==> src/rtl/fifo_top_param.sv <==
// Bus-mapped parametrised FIFO peripheral: STATUS/DATA/CTRL/COUNT registers,
// sticky error bits, flush command and level/error interrupt.
module fifo_top_param #(
    parameter int unsigned DATA_W = 32,
    parameter int unsigned DEPTH  = 16,
    parameter logic [7:0]  BASE   = 8'h20,
    parameter int unsigned CNT_W  = $clog2(DEPTH) + 1
) (
    input  logic              clk,
    input  logic              reset_n,
    input  logic              sel,
    input  logic              wr,
    input  logic [7:0]        address,
    input  logic [DATA_W-1:0] din,
    output logic [DATA_W-1:0] dout,
    output logic [CNT_W-1:0]  fifo_cnt,
    output logic [7:0]        fifo_flag,
    output logic              irq
);

    localparam int unsigned PTR_W = $clog2(DEPTH);

    logic [DATA_W-1:0] mem_q [DEPTH];
    logic              mem_we;

    logic [PTR_W-1:0]  wr_ptr_q, wr_ptr_d, rd_ptr_q, rd_ptr_d;
    logic [CNT_W-1:0]  count_q, count_d;
    logic              rd_err_q, rd_err_d, rd_ack_q, rd_ack_d;
    logic              wr_err_q, wr_err_d, wr_ack_q, wr_ack_d;
    logic              sticky_rd_q, sticky_rd_d, sticky_wr_q, sticky_wr_d;
    logic              irq_en_q, irq_en_d;
    logic [CNT_W-1:0]  thr_q, thr_d;
    logic              irq_q, irq_d;
    logic [DATA_W-1:0] dout_q, dout_d;
    logic [CNT_W-1:0]  fifo_cnt_q, fifo_cnt_d;
    logic [7:0]        fifo_flag_q, fifo_flag_d;

    logic [7:0]        off;
    logic              acc;
    logic              full_cur, empty_cur, af_cur;
    logic              full_nxt, empty_nxt, af_nxt, ae_nxt;
    logic [DATA_W-1:0] status_cur, ctrl_cur, rdata;

    // Register decode, FIFO bookkeeping and next-state of all outputs
    always_comb begin
        wr_ptr_d    = wr_ptr_q;
        rd_ptr_d    = rd_ptr_q;
        count_d     = count_q;
        rd_err_d    = 1'b0;
        rd_ack_d    = 1'b0;
        wr_err_d    = 1'b0;
        wr_ack_d    = 1'b0;
        sticky_rd_d = sticky_rd_q;
        sticky_wr_d = sticky_wr_q;
        irq_en_d    = irq_en_q;
        thr_d       = thr_q;
        mem_we      = 1'b0;
        rdata       = '0;

        off       = 8'(address - BASE);
        acc       = sel && (off[7:2] == 6'd0);
        full_cur  = (count_q == CNT_W'(DEPTH));
        empty_cur = (count_q == '0);
        af_cur    = (thr_q != '0) && (count_q >= thr_q);

        status_cur     = '0;
        status_cur[0]  = rd_err_q;
        status_cur[1]  = rd_ack_q;
        status_cur[2]  = wr_err_q;
        status_cur[3]  = wr_ack_q;
        status_cur[4]  = empty_cur;
        status_cur[5]  = full_cur;
        status_cur[6]  = af_cur;
        status_cur[7]  = (count_q == CNT_W'(1));
        status_cur[8]  = sticky_rd_q;
        status_cur[9]  = sticky_wr_q;
        status_cur[10] = irq_q;

        ctrl_cur              = '0;
        ctrl_cur[1]           = irq_en_q;
        ctrl_cur[8 +: CNT_W]  = thr_q;

        if (acc) begin
            case (off[1:0])
                2'd0: begin
                    if (!wr) begin
                        rdata       = status_cur;
                        sticky_rd_d = 1'b0;
                        sticky_wr_d = 1'b0;
                    end
                end
                2'd1: begin
                    if (wr) begin
                        if (!full_cur) begin
                            mem_we   = 1'b1;
                            wr_ptr_d = wr_ptr_q + PTR_W'(1);
                            count_d  = count_q + CNT_W'(1);
                            wr_ack_d = 1'b1;
                        end else begin
                            wr_err_d    = 1'b1;
                            sticky_wr_d = 1'b1;
                        end
                    end else begin
                        if (!empty_cur) begin
                            rdata    = mem_q[rd_ptr_q];
                            rd_ptr_d = rd_ptr_q + PTR_W'(1);
                            count_d  = count_q - CNT_W'(1);
                            rd_ack_d = 1'b1;
                        end else begin
                            rd_err_d    = 1'b1;
                            sticky_rd_d = 1'b1;
                        end
                    end
                end
                2'd2: begin
                    if (wr) begin
                        if (din[0]) begin
                            wr_ptr_d = '0;
                            rd_ptr_d = '0;
                            count_d  = '0;
                        end
                        irq_en_d = din[1];
                        thr_d    = din[8 +: CNT_W];
                    end else begin
                        rdata = ctrl_cur;
                    end
                end
                default: begin
                    if (!wr) rdata = DATA_W'(count_q);
                end
            endcase
        end

        // Post-access view used by the gated outputs and the interrupt
        full_nxt  = (count_d == CNT_W'(DEPTH));
        empty_nxt = (count_d == '0);
        af_nxt    = (thr_d != '0) && (count_d >= thr_d);
        ae_nxt    = (count_d == CNT_W'(1));
        irq_d     = irq_en_d && (af_nxt || sticky_rd_d || sticky_wr_d);

        dout_d      = (acc && !wr) ? rdata : '0;
        fifo_cnt_d  = acc ? count_d : '0;
        fifo_flag_d = acc ? {ae_nxt, af_nxt, full_nxt, empty_nxt,
                             wr_ack_d, wr_err_d, rd_ack_d, rd_err_d} : 8'd0;
    end

    always_ff @(posedge clk or negedge reset_n) begin
        if (!reset_n) begin
            wr_ptr_q    <= '0;
            rd_ptr_q    <= '0;
            count_q     <= '0;
            rd_err_q    <= 1'b0;
            rd_ack_q    <= 1'b0;
            wr_err_q    <= 1'b0;
            wr_ack_q    <= 1'b0;
            sticky_rd_q <= 1'b0;
            sticky_wr_q <= 1'b0;
            irq_en_q    <= 1'b0;
            thr_q       <= '0;
            irq_q       <= 1'b0;
            dout_q      <= '0;
            fifo_cnt_q  <= '0;
            fifo_flag_q <= '0;
        end else begin
            wr_ptr_q    <= wr_ptr_d;
            rd_ptr_q    <= rd_ptr_d;
            count_q     <= count_d;
            rd_err_q    <= rd_err_d;
            rd_ack_q    <= rd_ack_d;
            wr_err_q    <= wr_err_d;
            wr_ack_q    <= wr_ack_d;
            sticky_rd_q <= sticky_rd_d;
            sticky_wr_q <= sticky_wr_d;
            irq_en_q    <= irq_en_d;
            thr_q       <= thr_d;
            irq_q       <= irq_d;
            dout_q      <= dout_d;
            fifo_cnt_q  <= fifo_cnt_d;
            fifo_flag_q <= fifo_flag_d;
        end
    end

    // Storage has no reset; flush only moves pointers
    always_ff @(posedge clk) begin
        if (mem_we) mem_q[wr_ptr_q] <= din;
    end

    assign dout      = dout_q;
    assign fifo_cnt  = fifo_cnt_q;
    assign fifo_flag = fifo_flag_q;
    assign irq       = irq_q;

endmodule

==> config.mk <==
export PLATFORM = sky130hd
export DESIGN_NAME = fifo_top_param
export DESIGN_NICKNAME = d
export VERILOG_FILES = /design/src/rtl/fifo_top_param.sv
export SDC_FILE = /design/constraint.sdc
export NUM_CORES = 1
export LEC_CHECK = 0
export CAP_MARGIN = 10
export CORE_MARGIN = 3
export CORE_UTILIZATION = 55
export CTS_BUF_LIST = sky130_fd_sc_hd__clkbuf_2 sky130_fd_sc_hd__clkbuf_4 sky130_fd_sc_hd__clkbuf_8
export DETAILED_ROUTE_END_ITERATION = 6
export DONT_BUFFER_PORTS = 1
export GPL_ROUTABILITY_DRIVEN = 0
export PLACE_DENSITY = 0.7
export REMOVE_ABC_BUFFERS = 1
export SYNTH_ARGS = -nofsm -noshare
export SYNTH_HDL_FRONTEND = slang
export SYNTH_SLANG_ARGS = --single-unit
==> constraint.sdc <==
create_clock -name clk -period 7.4 [get_ports clk]
set_clock_uncertainty 0.05 [all_clocks]
set_input_delay 1.11 -clock clk [delete_from_list [all_inputs] [get_ports clk]]
set_output_delay 1.11 -clock clk [all_outputs]
set_load 0.02 [all_outputs]
==> summary.txt <==
Outcome
  • Outcome: finished, final reports clean

Clock network
  • Cts repair resizes: 0
  • Clk buf depth: 3
  • Total clock sinks: 579
  • Clk Tree Root Cell: clkbuf_8
  • CTS tree: done
  • H-tree lvl count: 3
  • Cts hold-fix bufs: 0
  • Num CTS Buffers: 90
  • Clock latency on the worst-skew pair: 0.65 ns
  • Clk slew on worst S/H paths: 0.06 ns
  • Setup bufs post-CTS: 0

Floorplan
  • Die H: 210 um
  • Num rows: 73
  • Die extent in x: 210 um
  • Initial Util: 56.5%
  • Placeable Area: 40400 um^2
  • Die footprint: 44000 um^2
  • Num ports: 90

Pwr
  • Pwr Total: 0.00661 W
  • NetSw: 0.00137 W
  • Worst VDD drop: 0.128 mV
  • Seq pwr share: 54.1%
  • PD cells: 261 nW/um^2
  • Comb power frac: 4.0%
  • Pleak: 8.24 nW
  • Int Power: 0.00525 W
  • Switching share of power: 20.7%
  • Clock power frac: 41.9%

Global route
  • Gr usage total: 21.8%
  • Vias in the first global route: 11500
  • Largest net degree at the start of global routing: 107
  • Initial antenna violation count: 0
  • Congestion Overflow GR: 0
  • First-pass GRT wire length: 72.0 mm

Finish
  • Synth-to-layout area growth: 10.9%
  • Most common cell after layout, fill and taps aside: edfxtp_1
  • Fin cells: 1796
  • Antenna cells: 0
  • Share of cells above drive strength 1: 26.4%
  • Final Core Density: 62.7%
  • Most frequent cells in the layout: edfxtp_1, mux4_2, clkbuf_8
  • Post-layout net count: 1263

Route
  • Initial DRC count: 1157
  • Drt pass-1 iters: 5
  • Drt drc: 0
  • WL per Instance: 26.3 um
  • Vias per inst: 6.22
  • Routed Antenna Nets: 0
  • Routed wire length: 47.2 mm
  • DR vias: 11200

Yosys
  • Post-synthesis mux area share: 14.5%
  • Yosys top cell by area: edfxtp_1
  • Top-area cell type share of the netlist area: 67.4%
  • Xor/xnor cell area share of the yosys netlist: 0.154%
  • Share of synthesized registers carrying an async set or reset: 11.6%
  • Post-Synth Simple-Gate Area: 3.31%
  • Mapped Area: 22800 um^2
  • Post-synth EDFFs: 512
  • Top_reg_cell synth: edfxtp_1
  • Post-synthesis compound-gate area fraction: 4.19%
  • Post-synthesis cell type count: 60
  • Synth Register Bits: 579
  • Synth Area in Adders: 1.26%
  • Post-synthesis sequential area ratio: 74.7%
  • Largest family of logic cells by synthesized area: multiplexers
  • Synth warn: 0
  • Dominant cells by area after synthesis: edfxtp_1, mux4_2, dfrtp_1
  • Post-synthesis cell count: 1155
  • Avg Cell Area, Syn: 19.8 um^2

Timing
  • # setup viols final: 0
  • Fin. max-slew vios: 0
  • Headroom to the max-slew limit: 22.5%
  • Final setup TNS: 0 ns
  • Worst setup margin: 3.33 ns
  • RSZ-0062 raised after global routing: no
  • Period utilization: 55.0%
  • Slew @ Worst Pin: 1.16 ns
  • FMAX: 246 MHz
  • Final min period: 4.07 ns
  • Endpoints failing hold: 0

Placement
  • Setup Slack @ Placement: 2.67 ns
  • Port Buffers: 0
  • Placed cells: 1629
  • Final HPWL DP: 26.0 mm

Worst setup path
  • CP Max Fanout: 32
  • Crit path launch type: primary input
  • Crit path arrival time: 4.28 ns
  • Crit. End Element: register
  • Critical path class: in2reg
  • Req. time, crit path: 7.61 ns

Job
  • Maxcap violations: 0

Hold path
  • Min-Delay Path Class: in2async
[metrics by stage]
step	hold WS (ns)	instance area, um^2
2_1_floorplan	0.444	22500
3_3_place_gp	0.483	23400
3_5_place_dp	0.482	23400
4_1_cts	0.0465	25300
5_1_grt	0.0567	25300
6_report	0.109	25300
[power by group through the flow]
| stage | registers (W) | clock network (W) | logic (W) |
|---|---|---|---|
| floorplan | 0.00368 | 0 | 0.000217 |
| global placement | 0.00364 | 0 | 0.000267 |
| detailed placement | 0.00364 | 0 | 0.000268 |
| CTS | 0.00357 | 0.00283 | 0.000269 |
| global route | 0.00357 | 0.00298 | 0.000291 |
| finish | 0.00357 | 0.00277 | 0.000266 |
[synth_stat cells, types with 2 or more instances]
library cell,number
and2b_1,2
mux4_2,122
or4_1,2
a211oi_1,2
a21oi_1,30
xnor2_1,2
inv_2,2
a211o_1,2
o31ai_1,3
a221oi_1,31
buf_4,4
ha_1,23
buf_2,17
mux2_2,5
nor3_1,11
a22oi_1,13
a31oi_1,4
o22ai_1,2
nand3_1,11
nor4_1,6
nand2b_1,4
buf_6,3
clkbuf_1,37
nor3b_2,2
a21o_1,5
buf_1,7
a22o_1,2
nand2_1,30
or3_1,6
nor2_1,19
edfxtp_1,512
o32ai_1,2
o21a_1,6
dfrtp_1,67
and2_1,13
inv_1,25
xor2_1,2
o21ai_0,26
and3_1,6
mux2i_1,51
nor2b_1,17
[worst paths after layout]
path                                 start             to  slack (ns)  depth (start not counted)
worst max-delay path            address[3]  mem_q[13][16]        3.33                          6
worst min-delay path               reset_n       dout[23]        0.11                          0
worst max register to register  count_q[0]  mem_q[13][16]        3.64                          8
worst min register to register    irq_en_q       irq_en_q        0.50                          1
max in group asynchronous          reset_n        dout[4]        7.05                          0
min in group clk                  irq_en_q       irq_en_q        0.50                          1
[area by class of cell]
type | instances | area (um^2)
Multi-Input combinational cell | 481 | 5420
Clock inverter | 28 | 223
Fill cell | 2761 | 15100
Sequential cell | 579 | 17100
Tap cell | 525 | 657
Inverter | 27 | 101
Clock buffer | 139 | 1700
Timing Repair Buffer | 17 | 140
[critical path: stages]
cell     delay, ns
or4b_4        0.54
or3_1         0.60
or3_1         0.62
inv_2         0.12
nand3_1       0.30
nor2_4        0.96
[layer usage]
layer | routed length (um) | GRT usage [%]
met2 | 22700 | 33.5
met4 | 1120 | 7.07
met5 | 0 | 0
met3 | 3390 | 5.62
met1 | 20000 | 31.3
[cell families after synthesis]
kind of cell | Yosys count
flops | 579
compound gates | 138
xor+xnor | 4
simple gates | 138
fa+ha+maj | 23
mux | 178
buf+inv | 95
[sequential cells by signal (all words and copies together), names as in the netlist]
signal,flops
mem_q,512
irq_en_q,1
dout,32
thr_q,5
sticky_rd_q,1
count_q,5
sticky_wr_q,1
fifo_flag,8
fifo_cnt,5
irq,1
wr_ptr_q,4
rd_ptr_q,4
Note: power is estimated with default switching activity, not from simulation.
